**src/rtl/mips_ctrl_pkg.sv**
```systemverilog
// Shared constants for the MIPS multi-cycle sequencer: opcode/funct encodings,
// ALU control codes and the sequencer state enum.
package mips_ctrl_pkg;

    localparam logic [5:0] OP_RTYPE = 6'd0;
    localparam logic [5:0] OP_LW    = 6'd35;
    localparam logic [5:0] OP_SW    = 6'd43;

    localparam logic [5:0] FN_ADD   = 6'd32;
    localparam logic [5:0] FN_SUB   = 6'd34;
    localparam logic [5:0] FN_AND   = 6'd36;
    localparam logic [5:0] FN_OR    = 6'd37;
    localparam logic [5:0] FN_NOR   = 6'd39;
    localparam logic [5:0] FN_SLT   = 6'd42;

    localparam logic [3:0] ALU_AND  = 4'd0;
    localparam logic [3:0] ALU_OR   = 4'd1;
    localparam logic [3:0] ALU_ADD  = 4'd2;
    localparam logic [3:0] ALU_SUB  = 4'd6;
    localparam logic [3:0] ALU_SLT  = 4'd7;
    localparam logic [3:0] ALU_NOR  = 4'd12;

    typedef enum logic [2:0] {
        S_IDLE,
        S_DECODE,
        S_EXEC,
        S_MEM,
        S_WB,
        S_DONE
    } seq_state_t;

endpackage

```
**src/rtl/mips_instr_decode.sv**
```systemverilog
// Combinational opcode/funct decoder producing datapath selects, ALU code and
// instruction-class flags; unsupported encodings raise o_illegal.
module mips_instr_decode
    import mips_ctrl_pkg::*;
(
    input  logic [5:0] i_opcode,
    input  logic [5:0] i_funct,
    output logic       o_reg_dst,
    output logic       o_alu_src,
    output logic       o_mem_to_reg,
    output logic [3:0] o_alu_ctrl,
    output logic       o_is_mem,
    output logic       o_is_store,
    output logic       o_illegal
);

    always_comb begin
        o_reg_dst    = 1'b0;
        o_alu_src    = 1'b0;
        o_mem_to_reg = 1'b0;
        o_alu_ctrl   = ALU_ADD;
        o_is_mem     = 1'b0;
        o_is_store   = 1'b0;
        o_illegal    = 1'b0;
        case (i_opcode)
            OP_RTYPE: begin
                o_reg_dst = 1'b1;
                case (i_funct)
                    FN_ADD:  o_alu_ctrl = ALU_ADD;
                    FN_SUB:  o_alu_ctrl = ALU_SUB;
                    FN_AND:  o_alu_ctrl = ALU_AND;
                    FN_OR:   o_alu_ctrl = ALU_OR;
                    FN_NOR:  o_alu_ctrl = ALU_NOR;
                    FN_SLT:  o_alu_ctrl = ALU_SLT;
                    default: begin
                        o_reg_dst = 1'b0;
                        o_illegal = 1'b1;
                    end
                endcase
            end
            OP_LW: begin
                o_alu_src    = 1'b1;
                o_mem_to_reg = 1'b1;
                o_is_mem     = 1'b1;
            end
            OP_SW: begin
                o_alu_src  = 1'b1;
                o_is_mem   = 1'b1;
                o_is_store = 1'b1;
            end
            default: o_illegal = 1'b1;
        endcase
    end

endmodule

```
**src/rtl/mips_instr_sequencer.sv**
```systemverilog
// Handshaked multi-cycle MIPS control sequencer (IDLE/DECODE/EXEC/MEM/WB/DONE).
// Optional `MIPS_SEQ_PERF_EN adds retired/illegal instruction counters.
module mips_instr_sequencer
    import mips_ctrl_pkg::*;
(
    input  logic        clk,
    input  logic        rst,
    input  logic        instr_valid,
    output logic        instr_ready,
    input  logic [31:0] instr_word,
    output logic [31:0] instr_q,
    output logic        reg_dst,
    output logic        alu_src,
    output logic        mem_to_reg,
    output logic [3:0]  alu_ctrl,
    output logic        reg_write,
    output logic        mem_read,
    output logic        mem_write,
    output logic        done,
    output logic        err
`ifdef MIPS_SEQ_PERF_EN
    ,
    output logic [31:0] perf_instr_cnt,
    output logic [31:0] perf_err_cnt
`endif
);

    seq_state_t  r_state;
    seq_state_t  w_state_next;

    logic [31:0] r_instr_q;
    logic        r_ready;
    logic        r_reg_dst;
    logic        r_alu_src;
    logic        r_mem_to_reg;
    logic [3:0]  r_alu_ctrl;
    logic        r_is_mem;
    logic        r_is_store;
    logic        r_reg_write;
    logic        r_mem_read;
    logic        r_mem_write;
    logic        r_done;
    logic        r_err;

    logic        w_reg_dst;
    logic        w_alu_src;
    logic        w_mem_to_reg;
    logic [3:0]  w_alu_ctrl;
    logic        w_is_mem;
    logic        w_is_store;
    logic        w_illegal;
    logic        w_accept;

    mips_instr_decode u_decode (
        .i_opcode     (r_instr_q[31:26]),
        .i_funct      (r_instr_q[5:0]),
        .o_reg_dst    (w_reg_dst),
        .o_alu_src    (w_alu_src),
        .o_mem_to_reg (w_mem_to_reg),
        .o_alu_ctrl   (w_alu_ctrl),
        .o_is_mem     (w_is_mem),
        .o_is_store   (w_is_store),
        .o_illegal    (w_illegal)
    );

    // r_ready is only ever high in IDLE, so it alone qualifies the handshake
    assign w_accept = r_ready && instr_valid;

    always_ff @(posedge clk) begin
        if (!rst) r_state <= S_IDLE;
        else      r_state <= w_state_next;
    end

    always_comb begin
        w_state_next = r_state;
        case (r_state)
            S_IDLE:   if (w_accept) w_state_next = S_DECODE;
            S_DECODE: w_state_next = w_illegal ? S_DONE : S_EXEC;
            S_EXEC:   w_state_next = r_is_mem ? S_MEM : S_WB;
            S_MEM:    w_state_next = r_is_store ? S_DONE : S_WB;
            S_WB:     w_state_next = S_DONE;
            S_DONE:   w_state_next = S_IDLE;
            default:  w_state_next = S_IDLE;
        endcase
    end

    // Outputs are registered from the next state so each strobe lines up
    // exactly with the cycle its state is occupied.
    always_ff @(posedge clk) begin
        if (!rst) begin
            r_instr_q    <= '0;
            r_ready      <= 1'b0;
            r_reg_dst    <= 1'b0;
            r_alu_src    <= 1'b0;
            r_mem_to_reg <= 1'b0;
            r_alu_ctrl   <= ALU_ADD;
            r_is_mem     <= 1'b0;
            r_is_store   <= 1'b0;
            r_reg_write  <= 1'b0;
            r_mem_read   <= 1'b0;
            r_mem_write  <= 1'b0;
            r_done       <= 1'b0;
            r_err        <= 1'b0;
        end else begin
            r_ready     <= (w_state_next == S_IDLE);
            r_reg_write <= (w_state_next == S_WB);
            r_mem_read  <= (w_state_next == S_MEM) && !r_is_store;
            r_mem_write <= (w_state_next == S_MEM) && r_is_store;
            r_done      <= (w_state_next == S_DONE);
            r_err       <= (w_state_next == S_DONE) && (r_state == S_DECODE);
            if (w_accept) r_instr_q <= instr_word;
            if (r_state == S_DECODE) begin
                r_reg_dst    <= w_reg_dst;
                r_alu_src    <= w_alu_src;
                r_mem_to_reg <= w_mem_to_reg;
                r_alu_ctrl   <= w_alu_ctrl;
                r_is_mem     <= w_is_mem;
                r_is_store   <= w_is_store;
            end
        end
    end

`ifdef MIPS_SEQ_PERF_EN
    logic [31:0] r_perf_instr_cnt;
    logic [31:0] r_perf_err_cnt;

    always_ff @(posedge clk) begin
        if (!rst) begin
            r_perf_instr_cnt <= '0;
            r_perf_err_cnt   <= '0;
        end else if (r_done) begin
            if (r_err) r_perf_err_cnt   <= r_perf_err_cnt + 32'd1;
            else       r_perf_instr_cnt <= r_perf_instr_cnt + 32'd1;
        end
    end

    assign perf_instr_cnt = r_perf_instr_cnt;
    assign perf_err_cnt   = r_perf_err_cnt;
`endif

    assign instr_ready = r_ready;
    assign instr_q     = r_instr_q;
    assign reg_dst     = r_reg_dst;
    assign alu_src     = r_alu_src;
    assign mem_to_reg  = r_mem_to_reg;
    assign alu_ctrl    = r_alu_ctrl;
    assign reg_write   = r_reg_write;
    assign mem_read    = r_mem_read;
    assign mem_write   = r_mem_write;
    assign done        = r_done;
    assign err         = r_err;

endmodule

```
**config.mk**
```make
export PLATFORM = sky130hd
export DESIGN_NAME = mips_instr_sequencer
export DESIGN_NICKNAME = d
export VERILOG_FILES = /design/src/rtl/mips_ctrl_pkg.sv /design/src/rtl/mips_instr_decode.sv /design/src/rtl/mips_instr_sequencer.sv
export SDC_FILE = /design/constraint.sdc
export NUM_CORES = 1
export LEC_CHECK = 0
export CORE_MARGIN = 4
export CORE_UTILIZATION = 30
export DETAILED_ROUTE_END_ITERATION = 8
export SYNTH_ARGS = -nofsm -noshare
export SYNTH_HDL_FRONTEND = slang
export SYNTH_SLANG_ARGS = --single-unit
```
**constraint.sdc**
```tcl
create_clock -name clk -period 5.26 [get_ports clk]
set_input_delay 1.052 -clock clk [delete_from_list [all_inputs] [get_ports clk]]
set_output_delay 1.052 -clock clk [all_outputs]
set_load 0.01 [all_outputs]
```
==> impl_metrics.py, run 1 <==
metrics = {
    "floorplan": {
        "boundaryPins": 80,
        "row_count": 29,
        "die_w_um": 89.3,
        "die_area_um2": 7980,
        "core_um2": 6390,
        "fp.dieH_um": 89.3,
        "start_util_pct": 31.1,
    },
    "power_and_ir_drop": {
        "power_density_nw_per_um2": 332,
        "seqPwrFrac_pct": 45.5,
        "pwr-share-clk_pct": 28.2,
        "power_switching_mw": 0.279,
        "p_leak_nw": 1.03,
        "intPower_mw": 0.696,
        "switching_share_pct": 28.7,
        "irDropWorstVdd_uv": 206,
        "comb_power_share_pct": 26.3,
    },
    "yosys": {
        "syn-num-nets": 265,
        "synth_xor_area_share_pct": 0,
        "ys_ff_latch": 49,
        "ys_warn_count": 0,
        "synth_edf_count": 0,
        "netlist_area_um2": 1980,
        "synth_compound_area_share_pct": 20.8,
        "synthCells": 230,
        "syn_area_per_cell_um2": 8.62,
        "synth_adder_area_share_pct": 0,
        "ys_seq_area_share_pct": 49.5,
        "synth.distinct_cells": 31,
        "synth_top_family_by_area": "simple AND/OR/NAND/NOR gates",
        "synth_mux_area_share_pct": 0.568,
        "async_flop_share_pct": 0,
        "ys.flop_type": "dfxtp_1",
        "synth-simple-area-share_pct": 25.7,
    },
    "cells_and_area": {
        "layout_common_cells": "clkdlybuf4s50_1, nand2_1, dfxtp_1",
        "fin_area_um2": 2940,
        "num_antenna_cells": 0,
        "final_common_cell": "clkdlybuf4s50_1",
        "largest_reg_flops": 32,
        "syn_to_final_growth_pct": 48.2,
        "layout.nets": 339,
        "drive_gt1_share_pct": 5.25,
    },
    "routing": {
        "drt-vias-per-instance": 4.63,
        "drcViolationCount": 0,
        "wl_met2_um": 2230,
        "drt-initial-drc-count": 73,
        "wl_met1_um": 2210,
        "vias": 1767,
        "ant_nets": 0,
        "dr.pass1.iters": 4,
        "drt_wl_total_um": 4900,
        "maxUsedRoutingLayer": "met4",
        "wire_per_inst_um": 12.8,
        "met3_length_um": 424,
    },
    "status": {
        "outcome": "finished clean",
    },
    "setup_path": {
        "critPathKind": "primary input to flop",
        "crit_start": "instr_valid",
        "end_kind": "flop",
        "cp-start-kind": "primary input",
        "r2r_start": "instr_ready",
        "reg2reg_slack_ns": 3.03,
        "rr_worst_depth": 4,
        "critPathMaxFanout": 34,
        "worstPathRequired_ns": 5.48,
        "arrival_ns": 3.32,
    },
    "sta": {
        "setup_tns_ns": 0,
        "drv_slew": 0,
        "rsz0062_at_grt": "no",
        "timing.final.crit_period_ns": 3.10,
        "worstMarginPinSlew_ns": 1.18,
        "max_freq_ghz": 0.323,
        "fin_ws_ns": 2.16,
        "finalSetupViolCount": 0,
        "fin_worst_skew_ns": 0.00647,
        "fin_crit_sh_pct": 58.9,
        "maxSlewHeadroom_pct": 21.1,
        "final-hold-violation-count": 0,
    },
    "clock_network": {
        "htreeDepth": 2,
        "clk_pin_slew_ns": 0.09,
        "cts-hold-fix-buffers": 0,
        "cts_buffers": 5,
        "postCtsSetupBuffers": 0,
        "cts_tree": "done",
        "cts_buffer_depth": 2,
        "cts-root-buf": "clkbuf_8",
        "clk_latency_ns": 0.30,
        "cts-resized-gates": 0,
        "cts_num_sinks": 49,
    },
    "placed_design": {
        "io_buffers": 79,
        "dp_slack_ns": 1.81,
        "place.gp.congestion": 0.746,
        "dpl_cell_area_um2": 2820,
        "dp_hpwl_um": 3430,
    },
    "flow_run": {
        "maxCapViolCount": 0,
    },
    "grt": {
        "grt_max_degree": 35,
        "grt_overflow": 0,
        "antenna_found_initial": 0,
        "grt_first_pass_wirelength_um": 7980,
        "track_usage_pct": 12.8,
        "grt_pass1_vias": 1776,
    },
    "hold_path": {
        "hp-class": "flop to flop",
        "holdPathStages": 2,
        "hold_path_startpoint": "instr_q[20]",
    },
}
[Yosys cell counts (all sizes together), types with 3 or more instances]
| library cell | count | area share (%) |
|---|---|---|
| a21boi | 36 | 14 |
| a32oi | 3 | 1.7 |
| and2 | 4 | 1.3 |
| clkbuf | 14 | 3.2 |
| dfxtp | 49 | 49 |
| nand2 | 72 | 14 |
| nand2b | 4 | 1.3 |
| nand3 | 4 | 1.0 |
| nor2 | 9 | 1.8 |
| nor2b | 6 | 1.9 |
| nor3 | 3 | 0.76 |
| o21ai | 5 | 1.3 |
[kinds of logic (layout without fill, tap and decap cells)]
kind of cell / Yosys count / after routing
AOI/OAI and AO/OA: 54 / 54
buffers and inverters: 16 / 91
DFF: 49 / 49
muxes: 1 / 1
and+or+nand+nor: 110 / 110
[area by class of cell]
class                      instances  area (µm²)
multi-input combinational        165         932
clock inverter                     1        30.0
inverter                           2        7.51
timing repair buffer              81         806
clock buffer                       7        86.3
sequential                        49         981
tap                               77        96.3
fill                             657        3450
[critical path, stage by stage]
cell and delay [ns]:
clkdlybuf4s50_1 0.47, nand2_1 0.66, o32ai_1 0.76, nand3_1 0.18
nor3b_1 0.19
[power groups by stage]
stage	clock (mW)	sequential (mW)	combinational [mW]
3_3_place_gp	0	0.452	0.260
4_1_cts	0.287	0.444	0.262
6_report	0.275	0.443	0.256
3_5_place_dp	0	0.452	0.261
5_1_grt	0.298	0.450	0.286
2_1_floorplan	0	0.463	0.128
[metrics by stage]
stage	util (%)	power (mW)	instances	hold WS, ns
3_3_place_gp	44.2	0.712	374	0.454
3_5_place_dp	44.2	0.713	374	0.465
6_report	46.0	0.975	382	0.474
5_1_grt	46.0	1.03	382	0.501
4_1_cts	46.0	0.993	382	0.478
2_1_floorplan	-	0.591	230	0.471
[path summary, 6_finish.rpt]
check,endpoint
worst min register to register,instr_q[20]
worst max register to register,mem_write
worst max-delay path,mem_write
worst min-delay path,instr_q[20]
[metal layers]
layer | vias to the layer above | GRT usage [%]
li1 | 912 | -
met1 | 792 | 15.6
met2 | 59 | 21.5
met3 | 4 | 4.70
met4 | 0 | 3.25
met5 | - | 0
(Power assumes the default switching activity.)
==> run 2: changes to the inputs <==
==> constraint.sdc (replaced) <==
create_clock -name clk -period 2.51 [get_ports clk]
set_input_delay 0.502 -clock clk [delete_from_list [all_inputs] [get_ports clk]]
set_output_delay 0.502 -clock clk [all_outputs]
set_load 0.01 [all_outputs]
==> impl_metrics.py, run 2 (synthesis gave the netlist of run 1 again) <==
metrics = {
    "setup_path": {
        "worstPathRequired_ns": 2.01,
        "r2r_start": "instr_q[31]",
        "end_kind": "output pin",
        "slowest_stage": "clkdlybuf4s50_1",
        "cp.buffers_inverters": 1,
        "reg2reg_slack_ns": 0.70,
        "rr_worst_depth": 5,
        "r2r-end": "done",
        "arrival_ns": 1.33,
        "cp_top_family": "buffers and inverters",
        "slowest_delay_ns": 0.58,
        "crit_chain": "clkdlybuf4s50_1",
        "critPathMaxFanout": 5,
        "critPathKind": "flop to output pin",
        "cp-start-kind": "flop",
    },
    "flow_run": {
        "maxCapViolCount": 0,
    },
    "grt": {
        "grt_first_pass_wirelength_um": 7830,
        "grt_overflow": 0,
        "grt_max_degree": 49,
        "track_usage_pct": 12.5,
        "antenna_found_initial": 0,
        "grt_pass1_vias": 1677,
    },
    "power_and_ir_drop": {
        "switching_share_pct": 28.7,
        "intPower_mw": 1.46,
        "power_density_nw_per_um2": 695,
        "power_switching_mw": 0.588,
        "p_leak_nw": 1.03,
        "pwr-share-clk_pct": 28.4,
        "comb_power_share_pct": 26.4,
        "seqPwrFrac_pct": 45.2,
        "irDropWorstVdd_uv": 387,
    },
    "clock_network": {
        "cts-root-buf": "clkbuf_8",
        "postCtsSetupBuffers": 0,
        "cts_buffers": 5,
        "clk_pin_slew_ns": 0.09,
        "cts_buffer_depth": 2,
        "cts_tree": "done",
        "htreeDepth": 2,
        "cts_num_sinks": 49,
        "clk_latency_ns": 0.30,
        "cts-hold-fix-buffers": 0,
        "cts-resized-gates": 0,
    },
    "cells_and_area": {
        "drive_gt1_share_pct": 5.56,
        "layout_common_cells": "clkdlybuf4s50_1, nand2_1, dfxtp_1",
        "final_common_cell": "clkdlybuf4s50_1",
        "layout.nets": 340,
        "multiInputGateArea_um2": 932,
        "seq_area_um2": 981,
        "num_antenna_cells": 0,
        "syn_to_final_growth_pct": 48.6,
        "largest_reg_flops": 32,
        "fillers": 649,
    },
    "sta": {
        "fin_crit_sh_pct": 73.0,
        "timing.final.crit_period_ns": 1.83,
        "max_freq_ghz": 0.546,
        "worstMarginPinSlew_ns": 0.434,
        "drv_slew": 0,
        "final-hold-violation-count": 0,
        "rsz0062_at_grt": "no",
        "finalSetupViolCount": 0,
        "setup_tns_ns": 0,
        "maxSlewHeadroom_pct": 71.0,
        "fin_worst_skew_ns": 0.0125,
        "fin_ws_ns": 0.678,
    },
    "placed_design": {
        "dp_hpwl_um": 3410,
        "dp_slack_ns": 0.495,
        "place.gp.congestion": 0.758,
        "io_buffers": 79,
    },
    "routing": {
        "vias": 1783,
        "dr.pass1.iters": 4,
        "ant_nets": 0,
        "wire_per_inst_um": 12.6,
        "drt-initial-drc-count": 114,
        "drcViolationCount": 0,
        "drt-vias-per-instance": 4.66,
        "drt_wl_total_um": 4830,
    },
    "floorplan": {
        "die_w_um": 89.3,
        "core_um2": 6390,
        "die_area_um2": 7980,
        "fp.dieH_um": 89.3,
        "start_util_pct": 31.1,
        "boundaryPins": 80,
        "row_count": 29,
    },
    "hold_path": {
        "min_to": "instr_q[8]",
        "holdPathStages": 2,
        "hold_path_startpoint": "instr_q[8]",
        "hp-class": "flop to flop",
    },
    "status": {
        "outcome": "finished clean",
    },
}
-- run 2: cell types whose count changed in the layout (fill, tap and decap cells not counted), sizes merged --
cell	delta
buf	+1
-- run 2: worst max-delay path by stage --
stage,cells after the start,start,to
final,1,instr_q[29],instr_q[29]
after floorplan,5,instr_q[31],done
after detailed placement,5,instr_valid,mem_write
after global routing,5,instr_q[31],done
after global placement,5,instr_valid,mem_write
after CTS,1,instr_q[29],instr_q[29]
-- run 2: cell type report --
type / instances / area share, %
clock buffer: 7 / 2.93
clock inverter: 1 / 1.02
inverter: 2 / 0.255
multi-input combinational: 165 / 31.6
sequential: 49 / 33.3
tap: 77 / 3.27
timing repair buffer: 82 / 27.6
-- run 2: layer usage --
metal / GRT usage [%] / up-vias / routed length [µm]
met5: 0 / - / 0
met3: 5.44 / 5 / 492
li1: - / 913 / -
met4: 3.65 / 0 / 46
met2: 20.3 / 62 / 2240
met1: 15.0 / 803 / 2050
-- run 2: metrics by stage --
stage                     hold WS (ns)  instances  instance area (µm²)  util (%)  total power, mW
after floorplan                  0.471        230                 1980         -             1.24
after global placement           0.448        375                 2830      44.3             1.50
after detailed placement         0.456        375                 2830      44.3             1.50
after CTS                        0.468        383                 2950      46.1             2.08
after global routing             0.496        383                 2950      46.1             2.17
final                            0.464        383                 2950      46.1             2.05
-- run 2: worst reg2reg max path: stages (launching register included) --
cell and delay [ns]:
dfxtp_1 0.35, or4b_4 0.55, nor4_4 0.28, a21o_4 0.20, nor2_2 0.05, o31a_1 0.30
-- run 2: power groups by stage --
stage	clock, mW	combinational, mW	sequential, mW
6_report	0.581	0.541	0.927
5_1_grt	0.626	0.601	0.942
4_1_cts	0.599	0.556	0.928
3_5_place_dp	0	0.554	0.945
3_3_place_gp	0	0.553	0.946
2_1_floorplan	0	0.267	0.970
==> RTL edit 1: new RTL, flow settings as in run 1 <==
The output `err` loses its register stage (`r_err` becomes a continuous assignment).
--- a/src/rtl/mips_instr_sequencer.sv
+++ b/src/rtl/mips_instr_sequencer.sv
@@ -100,14 +100,12 @@
             r_mem_read   <= 1'b0;
             r_mem_write  <= 1'b0;
             r_done       <= 1'b0;
-            r_err        <= 1'b0;
         end else begin
             r_ready     <= (w_state_next == S_IDLE);
             r_reg_write <= (w_state_next == S_WB);
             r_mem_read  <= (w_state_next == S_MEM) && !r_is_store;
             r_mem_write <= (w_state_next == S_MEM) && r_is_store;
             r_done      <= (w_state_next == S_DONE);
-            r_err       <= (w_state_next == S_DONE) && (r_state == S_DECODE);
             if (w_accept) r_instr_q <= instr_word;
             if (r_state == S_DECODE) begin
                 r_reg_dst    <= w_reg_dst;
@@ -119,6 +117,8 @@
             end
         end
     end
+
+    assign r_err = (w_state_next == S_DONE) && (r_state == S_DECODE);
 
 `ifdef MIPS_SEQ_PERF_EN
     logic [31:0] r_perf_instr_cnt;
Formal check against the unedited RTL: not equivalent (Yosys sat finds a counterexample within 4 cycles, from zero or initial values and one cycle with rst low).
==> RTL edit 1 against run 1 <==
- register-to-register slack better by 0.52 ns
- synthesized cell count unchanged
- clock skew up 0.0011 ns
- total power down 1.2%
- synthesized area down 4.4%
- global-route usage up 0.44 points
- setup slack worse by 0.17 ns
- final area down 3.2%
- combinational power about the same
- die area down 4.0%
- sequential cell count down 1
- wire length up 0.67%
- sequential power down 2%
==> RTL edit 1: results (changes against run 1) <==
Worst setup endpoint: err
Via density: 4.639 (+0.28%)
slowest cell on the critical path: clkdlybuf4s50_1
Worst Hold End: instr_q[21]
main flop type after synthesis: dfxtp_1
hold_buf cts: 0 (unchanged)
clock sink count: 48 (-2.0%)
buffering overhead: 28.33% (+0.92 points)
Worst Path Arrival: 2.22 ns (-1.10 ns)
dpl cells: 371 (-0.80%)
Total Routed Length: 4929 um (+0.67%)
top cells by instance count after synthesis: nand2_1 (74), dfxtp_1 (48), a21oi_1 (37)
nonclk buf count: 81 (unchanged)
clk tree area frac: 4.048% (+0.088 points)
M2 GR Usage: 20.62% (-0.88 points)
proportion of layout cells with a drive suffix above 1: 5.921% (+0.68 points)
Area contributors post-synth: dfxtp_1 (51%), nand2_1 (15%), a21oi_1 (9.8%)
met1 Use GR: 16.72% (+1.1 points)
Leak: 0.9691 nW (-5.8%)
max incr delay on CP: 0.58 ns (-0.18 ns)
met3 Track Usage GR: 6.149% (+1.4 points)
min-delay worst type: reg -> reg
inverter count: 3 (+1)
Worst path top cell family by delay: buffers and inverters
worst slew pin tran: 1.076 ns (-0.1051 ns)
DR vias: 1,758 (-0.51%)
GPL Wtd Cong: 0.8176 (+9.6%)
utilization after layout: 47.20% (+1.2 points)
area of the multi-input gates: 857.1 um2 (-8.1%)
origin of the worst setup path: r_state[0]
Hold Path Origin: instr_q[21]
Multi-In Gates: 164 (-0.61%)
Fill cells: 622 (-5.3%)
reg2reg setup slack: 3.55 ns (+0.52 ns)
Reg area: 960.9 um2 (-2.0%)
status: finished, final reports clean
clk_skew: 0.007605 ns (+0.001139 ns)
Total Nets Final: 338 (-0.29%)
CP max FO: 9 (-74%)
worst vdd ir: 0.0001363 V (-34%)
distinct cell type count after synthesis: 36 (+16%)
vias in the first global route: 1,708 (-3.8%)
dpl hpwl: 3510 um (+2.4%)
DP Area: 0.002729 mm2 (-3.3%)
pwr dens: 338.8 mW/mm2 (+2.1%)
## RTL edit 1: cell count changes in the layout (fill, tap and decap cells not counted), sizes merged, moves of 2 or more
| cell | run 1 | this run |
|---|---|---|
| nand2b | 4 | 2 |
| nand2 | 72 | 74 |
| nor2b | 6 | 1 |
| clkbuf | 7 | 5 |
| and2 | 4 | 1 |
| a21oi | 1 | 38 |
| o31a | 2 | 0 |
| nand3b | 1 | 4 |
| mux2i | 0 | 2 |
| a21boi | 36 | 0 |
| o21ai | 5 | 8 |
## RTL edit 1: worst register-to-register path, delay by kind of cell, from the launching register on
family | cells | cell delay [ns]
AND/OR/NAND/NOR | 3 | 0.89
AO/OA/AOI/OAI | 1 | 0.39
flip-flops | 1 | 0.35
## RTL edit 1: kinds of logic (layout without fill, tap and decap cells)
family / count (synthesis) / after routing / share of synthesized area [%]
muxes: 3 / 3 / 1.650
AOI/OAI and AO/OA: 56 / 56 / 17.56
and+or+nand+nor: 105 / 105 / 26.01
buffers and inverters: 18 / 92 / 4.093
DFF: 48 / 48 / 50.69
## RTL edit 1: routing by layer
metal | wire, um | share of wire, % | up-vias
met5 | 0 | 0 | -
met1 | 2223 | 45 | 786
li1 | - | - | 910
met2 | 2210 | 45 | 58
met3 | 471 | 9.6 | 4
met4 | 24 | 0.49 | 0
## RTL edit 1: stage by stage
step,power [mW],worst slack [ns],hold slack [ns]
floorplan,0.5840,2.978,0.4666
global placement,0.7033,2.329,0.4409
detailed placement,0.7040,2.272,0.4471
CTS,0.9781,1.963,0.4611
global route,1.023,1.862,0.4827
finish,0.9635,1.989,0.4588
## RTL edit 1: power breakdown
| group | switching (mW) | total (mW) | internal, mW |
|---|---|---|---|
| registers | 0.0347 | 0.435 | 0.400 |
| clock network | 0.128 | 0.272 | 0.143 |
| logic | 0.127 | 0.257 | 0.130 |
==> RTL edit 2: new RTL, settings of run 1 <==
Made on the original files. Add a define of `MIPS_SEQ_PERF_EN`.
--- a/src/rtl/mips_instr_sequencer.sv
+++ b/src/rtl/mips_instr_sequencer.sv
@@ -1,5 +1,7 @@
 // Handshaked multi-cycle MIPS control sequencer (IDLE/DECODE/EXEC/MEM/WB/DONE).
 // Optional `MIPS_SEQ_PERF_EN adds retired/illegal instruction counters.
+`define MIPS_SEQ_PERF_EN
+
 module mips_instr_sequencer
     import mips_ctrl_pkg::*;
 (
Formal check against the unedited RTL (old outputs only; new: perf_err_cnt and perf_instr_cnt): equivalent (equiv_simple and equiv_induct, registers matched by name and starting in step).
==> RTL edit 2 against run 1 <==
- setup slack better by 0.45 ns
- final area up 140%
- total power up 150%
- wire length rose to 2.8 times the old value
- sequential cell count up 64
- register-to-register slack worse by 0.27 ns
- synthesized area up 150%
- non-clock buffer count up 65
- sequential share of layout area down 1.2 points
- critical path type is now reg -> out
==> RTL edit 2: results (changes against run 1) <==
Fill cells: 1,573 (+140%)
buffering overhead: 20.68% (-6.7 points)
Worst path top cell family by delay: buffers and inverters
GPL Wtd Cong: 0.7914 (+6.1%)
H-tree levels: 4 (+2)
top cells by instance count after synthesis: dfxtp_1 (113), nand2_1 (96), a21oi_1 (73)
utilization after layout: 44.11% (-1.9 points)
Hold WS: 0.4560 ns (-0.01797 ns)
M2 GR Usage: 24.94% (+3.4 points)
reg2reg setup slack: 2.76 ns (-0.27 ns)
status: finished, final reports clean
DP Area: 0.006454 mm2 (+130%)
vias in the first global route: 4,563 (+160%)
Total GRT Usage: 15.18% (+2.3 points)
metal3 WL: 841 um (+98%)
hold depth: 2 (unchanged)
max incr delay on CP: 0.62 ns (-0.14 ns)
Multi-In Gates: 417 (+150%)
met1 Use GR: 18.22% (+2.6 points)
initial DRC count: 225 (+210%)
Total Routed Length: 13,870 um (+180%)
Leak: 2.298 nW (+120%)
distinct cell type count after synthesis: 52 (+68%)
clk_skew: 0.009716 ns (+0.003251 ns)
syn_nets: 615 (+130%)
CP max FO: 9 (-74%)
area of the multi-input gates: 0.002421 mm2 (+160%)
clock buffers: 23 (+16)
CTS Buf Count: 17 (+12)
seq_cells: 113 (+130%)
worst vdd ir: 0.0002225 V (+8.2%)
Area contributors post-synth: dfxtp_1 (46%), a21oi_1 (7.5%), nand2_1 (7.4%)
Total Nets Final: 744 (+120%)
largest net degree at the start of global routing: 43 (+23%)
Reg area: 0.002262 mm2 (+130%)
fin cells: 933 (+140%)
clk slew on worst S/H paths: 0.05 ns (-0.04 ns)
Worst-Skew Late Latency: 0.42 ns (+0.12 ns)
dpl hpwl: 9742 um (+180%)
root buffer cell: clkbuf_16
worst setup margin: 2.616 ns (+0.4516 ns)
syn_area_per_cell: 8.451 um2 (-2.0%)
Post-Route M1 WL: 6093 um (+180%)
first-pass GRT wire length: 22,530 um (+180%)
register area share after synthesis: 46.31% (-3.2 points)
slew margin rel.: 24.17% (+3.1 points)
clk tree area frac: 8.221% (+4.3 points)
==> RTL edit 2: cell count changes after synthesis, sizes merged, moves of 22 or more <==
| cell | before | now |
|---|---|---|
| dfxtp | 49 | 113 |
| nand2 | 72 | 96 |
| a21boi | 36 | 0 |
| a21oi | 1 | 73 |
| or4 | 0 | 22 |
| nor2 | 9 | 32 |
==> RTL edit 2: logic make-up after synthesis <==
logic type	count (synthesis)	share of synthesized area [%]
AOI/OAI and AO/OA	135	16.50
xor gates and xnor gates	21	3.765
DFF	113	46.31
and+or+nand+nor	254	27.72
buffers and inverters	48	4.124
muxes	5	1.076
adders and majority gates	2	0.5122
==> RTL edit 2: path summary, 6_finish.rpt <==
| kind | startpoint | end |
|---|---|---|
| min reg2reg | instr_q[10] | instr_q[10] |
| max | done | done |
| min | instr_q[10] | instr_q[10] |
| max reg2reg | done | perf_instr_cnt[19] |
==> RTL edit 2: where the power goes <==
group | switching (mW) | internal [mW]
sequential | 0.0523 | 0.908
combinational | 0.173 | 0.154
clock | 0.375 | 0.747
